**config.mk**
```make
export PLATFORM = sky130hd
export DESIGN_NAME = csa_seq_adder
export DESIGN_NICKNAME = d
export VERILOG_FILES = /design/src/rtl/csa_pkg.sv /design/src/rtl/csa_slice.sv /design/src/rtl/csa_seq_adder.sv
export SDC_FILE = /design/constraint.sdc
export NUM_CORES = 1
export LEC_CHECK = 0
export CAP_MARGIN = 20
export CORE_UTILIZATION = 35
export CTS_CLUSTER_SIZE = 30
export DETAILED_ROUTE_END_ITERATION = 7
export DONT_BUFFER_PORTS = 1
export HOLD_SLACK_MARGIN = 0.08
export SETUP_SLACK_MARGIN = 0.2
export SLEW_MARGIN = 20
export SYNTH_ARGS = -nofsm -noshare
export SYNTH_HDL_FRONTEND = slang
export SYNTH_SLANG_ARGS = --single-unit
```
**constraint.sdc**
```tcl
create_clock -name clk -period 4.5 [get_ports clk]
set_input_delay 0.9 -clock clk [delete_from_list [all_inputs] [get_ports clk]]
set_output_delay 0.9 -clock clk [all_outputs]
set_load 0.02 [all_outputs]
```
**src/rtl/csa_pkg.sv**
```systemverilog
// Shared types and helpers for the block-serial carry-select adder.
package csa_pkg;

    // Sequencer states: waiting for a request, or walking the slices.
    typedef enum logic {
        IDLE = 1'b0,
        RUN  = 1'b1
    } state_e;

    // Width of the slice counter; never below one bit so a single-slice
    // configuration still has a legal register.
    function automatic int cnt_w(input int nblk);
        return (nblk <= 1) ? 1 : $clog2(nblk);
    endfunction

endpackage

```
**src/rtl/csa_slice.sv**
```systemverilog
// One BLK-bit slice evaluated under both carry-in hypotheses at once.
module csa_slice #(
    parameter int BLK = 4
) (
    input  logic [BLK-1:0] x,
    input  logic [BLK-1:0] y,
    output logic [BLK-1:0] sum0,
    output logic [BLK-1:0] sum1,
    output logic           cout0,
    output logic           cout1,
    output logic           cmsb0,
    output logic           cmsb1
);

    logic [BLK:0]   r0;
    logic [BLK:0]   r1;
    logic [BLK-1:0] p;

    assign p  = x ^ y;
    assign r0 = {1'b0, x} + {1'b0, y};
    assign r1 = {1'b0, x} + {1'b0, y} + {{BLK{1'b0}}, 1'b1};

    assign sum0  = r0[BLK-1:0];
    assign sum1  = r1[BLK-1:0];
    assign cout0 = r0[BLK];
    assign cout1 = r1[BLK];

    // Sum bit = propagate ^ carry-in, so the carry into the MSB falls out
    // of the sum without a second adder chain.
    assign cmsb0 = p[BLK-1] ^ sum0[BLK-1];
    assign cmsb1 = p[BLK-1] ^ sum1[BLK-1];

endmodule

```
**src/rtl/csa_seq_adder.sv**
```systemverilog
// Block-serial carry-select adder/subtractor: one BLK-bit slice per clock,
// registered carry picks between the two precomputed slice results.
module csa_seq_adder
    import csa_pkg::*;
#(
    parameter int WIDTH = 16,
    parameter int BLK   = 4
) (
    input  logic             clk,
    input  logic             rst,
    input  logic             start,
    input  logic             sub,
    input  logic [WIDTH-1:0] a,
    input  logic [WIDTH-1:0] b,
    input  logic             cin,
    output logic             busy,
    output logic             done,
    output logic [WIDTH-1:0] s,
    output logic             cout,
    output logic             v
);

    localparam int NBLK = WIDTH / BLK;
    localparam int KW   = cnt_w(NBLK);
    localparam logic [KW-1:0] K_LAST = KW'(NBLK - 1);

    generate
        if ((BLK < 1) || (BLK > WIDTH) || ((WIDTH % BLK) != 0)) begin : g_bad_param
            $error("csa_seq_adder: WIDTH must be a non-zero multiple of BLK");
        end
    endgenerate

    state_e state_q, state_d;
    logic [KW-1:0] k_q, k_d;
    logic          carry_q, carry_d;
    logic          done_q, done_d;
    logic [WIDTH-1:0] s_q, s_d;
    logic          cout_q, cout_d;
    logic          v_q, v_d;

    logic [NBLK-1:0][BLK-1:0] opa_q, opa_d;
    logic [NBLK-1:0][BLK-1:0] opb_q, opb_d;
    logic [NBLK-1:0][BLK-1:0] acc_q, acc_d;

    logic [BLK-1:0] sum0, sum1, sel_sum;
    logic           cout0, cout1, cmsb0, cmsb1, sel_c, sel_cmsb;
    logic           accept, last;

    csa_slice #(.BLK(BLK)) u_slice (
        .x     (opa_q[k_q]),
        .y     (opb_q[k_q]),
        .sum0  (sum0),
        .sum1  (sum1),
        .cout0 (cout0),
        .cout1 (cout1),
        .cmsb0 (cmsb0),
        .cmsb1 (cmsb1)
    );

    assign sel_sum  = carry_q ? sum1  : sum0;
    assign sel_c    = carry_q ? cout1 : cout0;
    assign sel_cmsb = carry_q ? cmsb1 : cmsb0;

    assign accept = (state_q == IDLE) && start;
    assign last   = (state_q == RUN) && (k_q == K_LAST);

    // State register; reset abandons any in-flight operation.
    always_ff @(posedge clk or posedge rst) begin
        if (rst) begin
            state_q <= IDLE;
        end else begin
            state_q <= state_d;
        end
    end

    // Next state: start only counts in IDLE, RUN lasts exactly NBLK cycles.
    always_comb begin
        state_d = state_q;
        case (state_q)
            IDLE:    if (start) state_d = RUN;
            RUN:     if (k_q == K_LAST) state_d = IDLE;
            default: state_d = IDLE;
        endcase
    end

    // Outputs derived from state.
    always_comb begin
        busy = (state_q == RUN);
    end

    // Slice sequencing, operand capture and result commit.
    always_comb begin
        k_d     = k_q;
        carry_d = carry_q;
        opa_d   = opa_q;
        opb_d   = opb_q;
        acc_d   = acc_q;
        s_d     = s_q;
        cout_d  = cout_q;
        v_d     = v_q;
        done_d  = 1'b0;
        if (accept) begin
            // Subtraction is A + ~B + 1, with cin inverted into a borrow.
            opa_d   = a;
            opb_d   = sub ? ~b : b;
            carry_d = cin ^ sub;
            k_d     = '0;
            acc_d   = '0;
        end else if (state_q == RUN) begin
            acc_d[k_q] = sel_sum;
            carry_d    = sel_c;
            k_d        = k_q + KW'(1);
            if (last) begin
                k_d    = '0;
                s_d    = acc_d;
                cout_d = sel_c;
                v_d    = sel_cmsb ^ sel_c;
                done_d = 1'b1;
            end
        end
    end

    // Control and visible results; all cleared by reset.
    always_ff @(posedge clk or posedge rst) begin
        if (rst) begin
            k_q     <= '0;
            carry_q <= 1'b0;
            done_q  <= 1'b0;
            s_q     <= '0;
            cout_q  <= 1'b0;
            v_q     <= 1'b0;
        end else begin
            k_q     <= k_d;
            carry_q <= carry_d;
            done_q  <= done_d;
            s_q     <= s_d;
            cout_q  <= cout_d;
            v_q     <= v_d;
        end
    end

    // Operand and accumulator storage; contents are don't-care outside RUN.
    always_ff @(posedge clk) begin
        opa_q <= opa_d;
        opb_q <= opb_d;
        acc_q <= acc_d;
    end

    assign done = done_q;
    assign s    = s_q;
    assign cout = cout_q;
    assign v    = v_q;

endmodule

```
# Word-level counts from Yosys, hierarchy flattened

Cells that the tools add are included.

Bits of input ports: 37
Output and inout port bits: 20
Register bits: 71

Eq/ne operators: 1
Bitwise operators: 8
Reduce and logical (&&, ||, !) cells: 5
Order comparisons: 2
$add $sub $neg: 3
Multiplexer cells: 22

Operator list:

| cell                                                               | count |
|---|---|
| binary-select mux 4 bit (select 2 bit)                             | 2 |
| bitwise mux 16 bit                                                 | 1 |
| two-way mux 16 bit                                                 | 1 |
| two-way mux 4 bit                                                  | 4 |
| inverter 16 bit                                                    | 1 |
| two-way mux 1 bit                                                  | 9 |
| demux 4 bit (select 2 bit)                                         | 1 |
| two-way mux 2 bit                                                  | 3 |
| adder 4 x 4 -> 5 bit                                               | 1 |
| adder 5 x 1 -> 5 bit (second input constant)                       | 1 |
| bitwise XOR 1 bit                                                  | 4 |
| bitwise XOR 4 bit                                                  | 1 |
| logical AND 1 bit                                                  | 3 |
| less-than comparator 2 x 3 -> 1 bit (second input constant)        | 1 |
| AND reduction 3 bit                                                | 1 |
| adder 2 x 1 -> 2 bit (second input constant)                       | 1 |
| == test 2 bit (second input constant)                              | 1 |
| greater-or-equal comparator 2 x 1 -> 1 bit (second input constant) | 1 |
| inverter 1 bit                                                     | 2 |
| case mux 1 bit (2 select lines)                                    | 1 |
| nonzero test 2 bit                                                 | 1 |

# Depth between registers and ports, before layout

Gate-level depths: netlist of run 1.

Word-level depth: 7
Depth in mapped cells: 12
Gate-level depth less buffers: 11

# By module

From an unflattened synthesis of run 1, not the netlist that was laid out.

Cells, all modules: 227
Area, all modules: 3150.5 um^2

Modules (own cells, without submodules):

| module        | times used | cells an instance | area an instance (um^2) |
|---|---|---|---|
| csa_seq_adder | 1          | 205               | 2940.3 |
| csa_slice     | 1          | 22                | 210.2 |

# Worst setup path before layout of run 1

OpenSTA, ideal clock, no wires.

Kind: reg-to-reg
Start: register k_q[0]
End: register v_q, in the netlist v
Clock period less this slack: 3044 ps
Arrival time: 2964 ps
Cell stages (with the launch flop): 13
Path slack: 1456 ps
Setup time: 80 ps
Path through: dfrtp_1 buf_2 mux4_2 ha_1 inv_1 fa_1 inv_1 ha_1 nand2_1 or4_1 a2bb2oi_1 and2_4 o211ai_2

Cells in the longest elaborated chain, start to end: 7

RTL lines:

| item                                                      | RTL line                                 | text |
|---|---|---|
| from (decl)                                               | csa_seq_adder.sv:34                      | `logic [KW-1:0] k_q, k_d;` |
| from (signal assigned)                                    | csa_seq_adder.sv:133                     | `k_q <= k_d;` |
| binary-select mux 4 bit (select 2 bit) (on tied branches) | csa_seq_adder.sv:50, csa_seq_adder.sv:51 |  |
| two-way mux 4 bit (on tied branches)                      | csa_seq_adder.sv:50, csa_seq_adder.sv:51 |  |
| adder 4 x 4 -> 5 bit                                      | csa_slice.sv:20, csa_slice.sv:21         |  |
| adder 5 x 1 -> 5 bit                                      | csa_slice.sv:21                          | `assign r1 = {1'b0, x} + {1'b0, y} + {{BLK{1'b0}}, 1'b1};` |
| bitwise XOR 1 bit                                         | csa_slice.sv:31                          | `assign cmsb1 = p[BLK-1] ^ sum1[BLK-1];` |
| two-way mux 1 bit                                         | csa_seq_adder.sv:62                      | `assign sel_cmsb = carry_q ? cmsb1 : cmsb0;` |
| bitwise XOR 1 bit                                         | csa_seq_adder.sv:117                     | `v_d = sel_cmsb ^ sel_c;` |
| to (signal assigned)                                      | csa_seq_adder.sv:138                     | `v_q <= v_d;` |
| to (decl)                                                 | csa_seq_adder.sv:39                      | `logic v_q, v_d;` |

Several ways; a longest one is shown, not always the timed one. The select of a mux whose other input is x is not followed.
A chain may end at the register's enable or synchronous reset.

# Final worst setup path of run 1

Same ends and word-level chain as after synthesis.

==> results of run 1 <==
-- sequential cells by signal (all words and copies together) (netlist names), 2 cells and up --
register / flops
acc_q: 12
s: 16
k_q: 2
opa_q: 16
opb_q: 16
-- cell type report --
class	instances	share of cell area (%)
clock buffers	12	5.20
inverters	12	1.33
clock inverters	4	2.29
well taps	105	3.88
flip-flops and latches	67	52.4
repair buffers	1	0.812
multi-input cells	156	34.1
-- worst max-delay path by stage --
stage / depth (start not counted) / end / start
detailed placement: 11 / v$_DFFE_PP0P_ / k_q[0]$_DFFE_PP0P_
floorplan: 12 / v$_DFFE_PP0P_ / k_q[0]$_DFFE_PP0P_
global route: 11 / v$_DFFE_PP0P_ / k_q[0]$_DFFE_PP0P_
global placement: 11 / v$_DFFE_PP0P_ / k_q[0]$_DFFE_PP0P_
finish: 11 / v$_DFFE_PP0P_ / k_q[0]$_DFFE_PP0P_
CTS: 11 / v$_DFFE_PP0P_ / k_q[0]$_DFFE_PP0P_
-- tightest hold or removal path, stage by stage (launching register included) --
cell	delay, ns
dfxtp_1	0.31
nand3_1	0.05
o21ai_0	0.06
-- metal layers --
| metal | global-route usage, % | up-vias | wire length [um] |
|---|---|---|---|
| met2 | 20.2 | 66 | 2340 |
| met4 | 5.30 | 0 | 59 |
| met3 | 5.98 | 7 | 378 |
| li1 | - | 877 | - |
| met5 | 0 | - | 0 |
| met1 | 16.8 | 834 | 2530 |
-- kinds of logic after synthesis --
logic type | count (synthesis) | share of synthesized area (%)
compound gates | 53 | 10.4
xor+xnor | 23 | 7.11
fa+ha+maj | 10 | 4.36
buf+inv | 27 | 3.70
flops | 67 | 58.4
mux | 12 | 7.40
simple gates | 58 | 8.63
-- report_power, final --
group,switching [mW],internal [mW],leakage [nW],total (mW)
combinational,0.717,0.554,0.534,1.27
sequential,0.257,0.860,0.680,1.12
clock,0.233,0.379,0.128,0.612
total,1.21,1.79,1.34,3.00
-- cell usage after synthesis (4+ instances only) --
library cell	number
dfrtp_1	23
mux4_2	8
xnor2_1	5
a21o_1	4
edfxtp_1	32
dfxtp_1	12
nand2_1	37
mux2_2	4
o21ai_0	23
ha_1	9
o22ai_1	7
clkbuf_1	11
nor2_1	6
inv_1	10
xor2_1	17
a21oi_1	8
==> summary.md, run 1 <==
| Metric | Value |
|---|---|
| Status | finished clean |
| Worst vdd rail ir drop | 0.306 mV |
| Top area cells in the synthesized netlist | edfxtp_1, dfrtp_1, dfxtp_1, mux4_2, xor2_1 |
| Vias in the first global route | 1790 |
| Die Y | 95.3 um |
| Synthesized area per cell | 12.2 sq um |
| Worst Hold End | acc_q[5]$_SDFFE_PP0P_ |
| Clk sinks | 67 |
| Post-Syn Area | 0.00304 sq mm |
| Max-Cap Viols | 0 |
| Buffers on Ports | 0 |
| Crit path time final | 3.38 ns |
| Cts repair resizes | 0 |
| Clk pin slew, worst setup/hold paths | 0.07 ns |
| Cell count after synthesis | 250 |
| Worst-Skew Late Latency | 0.35 ns |
| Seq/Total Area, Yosys | 58.4% |
| Worst Reg-to-Reg Cells | 11 |
| Routed vias | 1784 |
| Site Rows | 33 |
| Non-Filler Instances | 357 |
| Yosys top cell by area | edfxtp_1 |
| Yosys top cell area share | 31.6% |
| Detail Route Antenna Nets | 0 |
| Placed instance area | 0.00314 sq mm |
| Most frequent cells in the layout | nand2_1, edfxtp_1, o21ai_0, dfrtp_1, xor2_1 |
| Worst hold start | acc_q[5]$_SDFFE_PP0P_ |
| Place WS | 1.12 ns |
| Setup WS post-layout | 1.12 ns |
| CP max stage delay | 0.76 ns |
| Hold Path Class | reg2reg |
| Post-CTS Hold Buffers | 0 |
| Nets | 294 |
| Multi-input gate area | 0.00115 sq mm |
| Worst Path Required | 4.77 ns |
| Max-slew violation count | 0 |
| Initial antenna violation count | 0 |
| Power, Total | 3.00 mW |
| Wirelength per Cell | 14.9 um |
| Util after Layout | 40.8% |
| Critical Path End Type | register |
| Yosys warning total | 0 |
| Share of post-route cells with drive strength above 1 | 13.1% |
| Leak pwr | 1.34 nW |
| Filler instances | 771 |
| Dominant synthesized flop cell | edfxtp_1 |
| First-pass detailed-route iteration total | 4 |
| Setup Skew | 0.0130 ns |
| F_max | 296 MHz |
| CTS tree | built |
| R2r setup slk | 1.12 ns |
| Die area | 0.00907 sq mm |
| CP cell instances | mux4_2 -> ha_1 -> inv_1 -> fa_1 -> inv_1 -> ha_1 -> nand2_1 -> or4_1 -> a2bb2oi_1 -> and2_4 -> o211ai_2 |
| Worst-Margin Slew | 0.880 ns |
| Crit-path max FO | 12 |
| Number of vias per cell | 5.00 |
| Die Span X | 95.3 um |
| Synthesis-stage register bit count | 67 |
| CTS Buf Count | 9 |
| Synth unique cells | 40 |
| Ys async rst share | 34.3% |
| ANT cells | 0 |
| R2R Path Start | k_q[0]$_DFFE_PP0P_ |
| Worst hold slack | 0.472 ns |
| Crit-path slowest cell | dfrtp_1 |
| CP Launch Type | register |
| Largest net degree at the start of global routing | 29 |
| RSZ-0062 raised after global routing | no |
| Power Density | 885 mW/mm^2 |
| Final hold vios | 0 |
| Clk buf depth | 2 |
| Routed wire length | 5310 um |
| Placer Congestion | 0.810 |
| Kind of critical path | reg2reg |
| Initial Util | 36.7% |
| Fin area | 0.00339 sq mm |
| Postcts setup bufs | 0 |
| Dpl cells | 341 |
| CP Data Arrival Time | 3.64 ns |
| Root Buffer | clkbuf_8 |
| Setup-failing EPs final | 0 |
| Reg2reg end | v$_DFFE_PP0P_ |
| WHS Path Cells | 2 |
| First-pass GRT wire length | 8780 um |
| Commonest non-fill, non-tap cell in the layout | nand2_1 |
| Global route total overflow | 0 |
| Core area | 0.00830 sq mm |
| Number of enable flip-flop cells after synthesis | 32 |
| Worst path bufs/invs | 2 |
| Synthesized Nets | 297 |
| # DRC | 0 |
| Post-DP HPWL | 3760 um |
| CP delay by family, top | adder cells |
| Register area | 0.00178 sq mm |
| DRT iter0 DRCs | 77 |
| IO Count | 57 |
| Fin crit share | 75.1% |
| Setup TNS | 0 ns |
| Total Routing Usage GR | 13.4% |
| Layout area overhead | 11.3% |
| CTS H-tree depth | 3 |
| Slew margin rel. | 41.3% |
No activity file was read; power rests on OpenSTA's default activity.
==> run 2: changes to the inputs <==
==> constraint.sdc (replaced) <==
create_clock -name clk -period 3.04 [get_ports clk]
set_input_delay 0.608 -clock clk [delete_from_list [all_inputs] [get_ports clk]]
set_output_delay 0.608 -clock clk [all_outputs]
set_load 0.02 [all_outputs]
==> summary.md, run 2 (synthesis gave the netlist of run 1 again) <==
| Metric | Value |
|---|---|
| Most frequent cells in the layout | nand2_1, edfxtp_1, o21ai_0 |
| Placed instance area | 0.00317 sq mm (+1.1%) |
| Die Span X | 95.3 um (unchanged) |
| Commonest non-fill, non-tap cell in the layout | nand2_1 |
| Worst hold slack | 0.333 ns (-0.139 ns) |
| Final hold vios | 0 (unchanged) |
| Die area | 0.00907 sq mm (unchanged) |
| CTS H-tree depth | 3 (unchanged) |
| First-pass detailed-route iteration total | 5 (+1) |
| Share of post-route cells with drive strength above 1 | 24.1% (+11 points) |
| Layout area overhead | 15.9% |
| RSZ-0062 raised after global routing | yes |
| Worst-Skew Late Latency | 0.35 ns (about the same) |
| Fin crit share | 95.7% (+21 points) |
| Setup Skew | 0.00857 ns (-0.00439 ns) |
| Routed wire length | 5830 um (+9.7%) |
| Worst-Margin Slew | 0.892 ns (+0.0122 ns) |
| Die Y | 95.3 um (unchanged) |
| DRT iter0 DRCs | 71 (-7.8%) |
| Root Buffer | clkbuf_8 |
| Crit-path max FO | 4 (-8) |
| Setup-failing EPs final | 0 (unchanged) |
| Filler instances | 756 (-1.9%) |
| Routed vias | 1856 (+4.0%) |
| Nets | 308 (+4.8%) |
| Clk sinks | 67 (unchanged) |
| Buffers on Ports | 0 (unchanged) |
| Crit path time final | 2.91 ns (-0.471 ns) |
| CP Data Arrival Time | 3.18 ns (-0.46 ns) |
| Post-DP HPWL | 3930 um (+4.4%) |
| IO Count | 57 (unchanged) |
| Wirelength per Cell | 15.7 um (+5.6%) |
| Site Rows | 33 (unchanged) |
| Kind of critical path | reg2reg |
| Vias in the first global route | 1890 (+5.6%) |
| Util after Layout | 42.5% (+1.7 points) |
| # DRC | 0 (unchanged) |
| Post-CTS Hold Buffers | 0 (unchanged) |
| Clk buf depth | 2 (unchanged) |
| Multi-input gate area | 0.00126 sq mm (+9.2%) |
| Core area | 0.00830 sq mm (unchanged) |
| Fin area | 0.00353 sq mm (+4.1%) |
| CP Launch Type | register |
| Hold Path Class | in2async |
| ANT cells | 0 (unchanged) |
| Max-slew violation count | 0 (unchanged) |
| Status | finished clean |
| CTS Buf Count | 9 (unchanged) |
| F_max | 344 MHz (+16%) |
| Initial Util | 36.7% (unchanged) |
| Worst Path Required | 3.31 ns (-1.46 ns) |
| Critical Path End Type | register |
| Clk pin slew, worst setup/hold paths | 0.08 ns (about the same) |
| Initial antenna violation count | 0 (unchanged) |
| CTS tree | built |
| Number of vias per cell | 5.00 (+0.11%) |
| Global route total overflow | 0 (unchanged) |
| Largest net degree at the start of global routing | 33 (+14%) |
| Max-Cap Viols | 0 (unchanged) |
| Detail Route Antenna Nets | 0 (unchanged) |
| Slew margin rel. | 40.4% (-0.81 points) |
| Register area | 0.00178 sq mm (about the same) |
| First-pass GRT wire length | 9100 um (+3.7%) |
| Setup TNS | 0 ns (unchanged) |
| Placer Congestion | 0.825 (+1.9%) |
| Total Routing Usage GR | 14.0% (+0.57 points) |
run 2: cell types whose count changed in the layout (fill, tap and decap cells not counted), moves of 2 or more:
cell,delta
buf_4,+14
a21oi_1,-3
ha_1,-3
a21oi_2,+2
bufinv_16,-2
clkinv_2,+2
ha_4,+2
inv_1,-2
inv_2,+2
run 2: final timing paths:
kind | endpoint | cells past startpoint | from | slack [ns]
hold reg to reg | acc_q[9]$_SDFFE_PP0P_ | 2 | acc_q[9]$_SDFFE_PP0P_ | 0.48
hold / removal | s[9]$_DFFE_PP0P_ | 1 | rst | 0.33
setup reg to reg | v$_DFFE_PP0P_ | 11 | k_q[0]$_DFFE_PP0P_ | 0.13
setup / recovery | v$_DFFE_PP0P_ | 11 | k_q[0]$_DFFE_PP0P_ | 0.13
max in group asynchronous | k_q[0]$_DFFE_PP0P_ | 1 | rst | 2.09
min in group clk | k_q[1]$_DFFE_PP0P_ | 1 | start | 0.34
run 2: area by class of cell:
cell class | count | share of cell area [%]
Clock buffer | 11 | 4.61
Multi-Input combinational cell | 156 | 35.7
Tap cell | 105 | 3.72
Sequential cell | 67 | 50.4
Clock inverter | 5 | 0.957
Inverter | 12 | 1.28
Timing Repair Buffer | 15 | 3.30
run 2: worst max-delay path: stages (launching register included):
cell	delay, ns
dfrtp_2	0.42
mux4_2	0.55
ha_4	0.19
inv_2	0.05
fa_2	0.44
inv_1	0.07
ha_2	0.18
nand2_2	0.06
or4_4	0.42
a2bb2oi_2	0.15
and2_4	0.17
o211ai_2	0.14
run 2: timing repair:
item,4_1_cts,5_1_grt
buffers inserted,2,5
endpoints found under the setup margin,14,15
resized for setup,13,11
pin swaps,3,3
run 2: stage by stage:
step / setup WS [ns] / cells
2_1_floorplan: 0.114 / 250
5_1_grt: 0.0385 / 371
3_3_place_gp: -0.0118 / 348
4_1_cts: 0.137 / 366
3_5_place_dp: -0.0471 / 348
6_report: 0.132 / 371
run 2: layer usage:
metal  global-route usage [%]  up-vias  part of all wire (%)
li1                         -      910                     -
met1                     16.6      871                    45
met2                     21.6       62                    46
met3                     6.06       13                   7.2
met4                     6.94        0                   1.9
met5                        0        -                     0
Power of run 2 is left out: the tool's default activity adds up to more than one toggle a clock period on the data nets, which glitch-free logic cannot reach.
==> run 3: changes to the inputs <==
--- a/config.mk
+++ b/config.mk
@@ -10,6 +10,7 @@
 export CTS_CLUSTER_SIZE = 30
 export DETAILED_ROUTE_END_ITERATION = 7
 export DONT_BUFFER_PORTS = 1
+export GPL_TIMING_DRIVEN = 0
 export HOLD_SLACK_MARGIN = 0.08
 export SETUP_SLACK_MARGIN = 0.2
 export SLEW_MARGIN = 20
==> summary.md, run 3 (synthesis gave the netlist of run 1 again) <==
| Metric | Value |
|---|---|
| Status | complete, but fails checks |
| Violated checks | negative setup slack |
| CP max stage delay | 0.54 ns (about the same) |
| R2R Path Start | k_q[0]$_DFFE_PP0P_ |
| Core area | 0.00830 sq mm (unchanged) |
| Layout area overhead | 17.0% |
| ANT cells | 0 (unchanged) |
| Total Routing Usage GR | 14.2% (+0.18 points) |
| Worst Reg-to-Reg Cells | 12 (+1) |
| Critical Path End Type | register |
| RSZ-0062 raised after global routing | yes |
| Site Rows | 33 (unchanged) |
| Max-Cap Viols | 0 (unchanged) |
| CTS tree | built |
| Most frequent cells in the layout | nand2_1, edfxtp_1, o21ai_0, dfrtp_1, xor2_1 |
| Nets | 317 (+2.9%) |
| CP delay by family, top | adder cells |
| Hold Path Class | in2async |
| Setup Skew | 0.0109 ns (+0.00229 ns) |
| F_max | 327 MHz (-4.8%) |
| First-pass GRT wire length | 9430 um (+3.6%) |
| Global route total overflow | 0 (unchanged) |
| Post-DP HPWL | 3880 um (-1.3%) |
| Placer Congestion | 0.808 (-2.0%) |
| Detail Route Antenna Nets | 0 (unchanged) |
| DRT iter0 DRCs | 88 (+24%) |
| Setup WS post-layout | -0.0139 ns (-0.146 ns) |
| R2r setup slk | -0.01 ns (-0.15 ns) |
| Slew margin rel. | 41.1% (+0.61 points) |
| Worst-Skew Late Latency | 0.35 ns (about the same) |
| Commonest non-fill, non-tap cell in the layout | nand2_1 |
| Root Buffer | clkbuf_8 |
| # DRC | 0 (unchanged) |
| CP cell instances | buf_8 -> mux4_2 -> ha_4 -> inv_2 -> fa_1 -> inv_1 -> ha_2 -> nand2_2 -> or4_4 -> a2bb2oi_2 -> and2_4 -> o211ai_2 |
| Clk buf depth | 2 (unchanged) |
| Worst hold slack | 0.322 ns (-0.0109 ns) |
| Routed wire length | 5750 um (-1.3%) |
| Die Span X | 95.3 um (unchanged) |
| Share of post-route cells with drive strength above 1 | 22.9% (-1.2 points) |
| Clk pin slew, worst setup/hold paths | 0.09 ns (about the same) |
| Worst path bufs/invs | 3 (+1) |
| Routed vias | 1907 (+2.7%) |
| Initial Util | 36.7% (unchanged) |
| Die Y | 95.3 um (unchanged) |
| Max-slew violation count | 0 (unchanged) |
| Initial antenna violation count | 0 (unchanged) |
| Wirelength per Cell | 15.1 um (-3.6%) |
| Final hold vios | 0 (unchanged) |
| Crit-path max FO | 5 (+1) |
| Vias in the first global route | 1948 (+3.1%) |
| First-pass detailed-route iteration total | 4 (-1) |
| Setup TNS | -0.0139 ns (-0.0139 ns) |
| Crit-path slowest cell | mux4_2 |
| CP Launch Type | register |
| Reg2reg end | v$_DFFE_PP0P_ |
| Place WS | -0.498 ns (-0.451 ns) |
| Kind of critical path | reg2reg |
| CTS Buf Count | 9 (unchanged) |
| Clk sinks | 67 (unchanged) |
| Number of vias per cell | 5.02 (+0.31%) |
| Worst-Margin Slew | 0.883 ns (-0.00920 ns) |
| Worst Path Required | 3.31 ns (about the same) |
| Fin crit share | 100% (+4.8 points) |
| CTS H-tree depth | 3 (unchanged) |
| IO Count | 57 (unchanged) |
| Largest net degree at the start of global routing | 33 (unchanged) |
| Crit path time final | 3.05 ns (+0.146 ns) |
| Die area | 0.00907 sq mm (unchanged) |
| CP Data Arrival Time | 3.32 ns (+0.14 ns) |
| Buffers on Ports | 0 (unchanged) |
| Setup-failing EPs final | 1 (+1) |
| Util after Layout | 42.9% (+0.41 points) |
## run 3: cell types whose count changed in the layout (fill, tap and decap cells not counted), moves of 2 or more
| cell | previous run | this run |
|---|---|---|
| buf_2 | 0 | 3 |
| buf_4 | 14 | 8 |
| clkbuf_1 | 0 | 10 |
| clkinv_2 | 2 | 0 |
| inv_8 | 0 | 2 |
## run 3: worst max-delay path by stage
stage	end	slack, ns	from	cells past startpoint
after floorplan	v$_DFFE_PP0P_	0.11	k_q[0]$_DFFE_PP0P_	12
after global placement	s[10]$_DFFE_PP0P_	-0.36	k_q[1]$_DFFE_PP0P_	11
after detailed placement	s[10]$_DFFE_PP0P_	-0.50	k_q[1]$_DFFE_PP0P_	11
after CTS	v$_DFFE_PP0P_	0.01	k_q[0]$_DFFE_PP0P_	12
after global routing	v$_DFFE_PP0P_	-0.12	k_q[0]$_DFFE_PP0P_	12
final	v$_DFFE_PP0P_	-0.01	k_q[0]$_DFFE_PP0P_	12
## run 3: layer usage
metal	up-vias	share of wire [%]	global-route usage [%]
li1	934	-	-
met1	910	48	18.0
met2	53	46	22.3
met3	10	5.5	5.10
met4	0	1.4	4.92
met5	-	0	0
## run 3: timing repair
item / CTS / global route
hold buffers: 0 / 0
setup endpoints to repair: 24 / 24
setup buffers: 8 / 1
gates resized for setup: 20 / 5
pin swaps: 9 / 2
hold endpoints to repair: 0 / 0
## run 3: final cells by class
type / count / area [sq um]
fillers: 779 / 4740
flip-flops and latches: 67 / 1780
multi-input cells: 156 / 1250
well taps: 105 / 131
clock buffers: 9 / 124
clock inverters: 7 / 82.6
plain buffers: 15 / 78.8
repair buffers: 9 / 71.3
inverters: 12 / 45.0
## run 3: through the flow
stage	cells	cell area, sq um
4_1_cts	379	3530
3_3_place_gp	355	3180
2_1_floorplan	250	3050
6_report	380	3560
5_1_grt	380	3560
3_5_place_dp	355	3180
## run 3: worst register-to-register path, cell delays in order, from the launching register on
cell and delay [ns]:
dfrtp_1 0.40, buf_8 0.14, mux4_2 0.54, ha_4 0.19
inv_2 0.04, fa_1 0.42, inv_1 0.07, ha_2 0.19
nand2_2 0.07, or4_4 0.43, a2bb2oi_2 0.15, and2_4 0.19
o211ai_2 0.14
Power of run 3 is left out for the same reason.
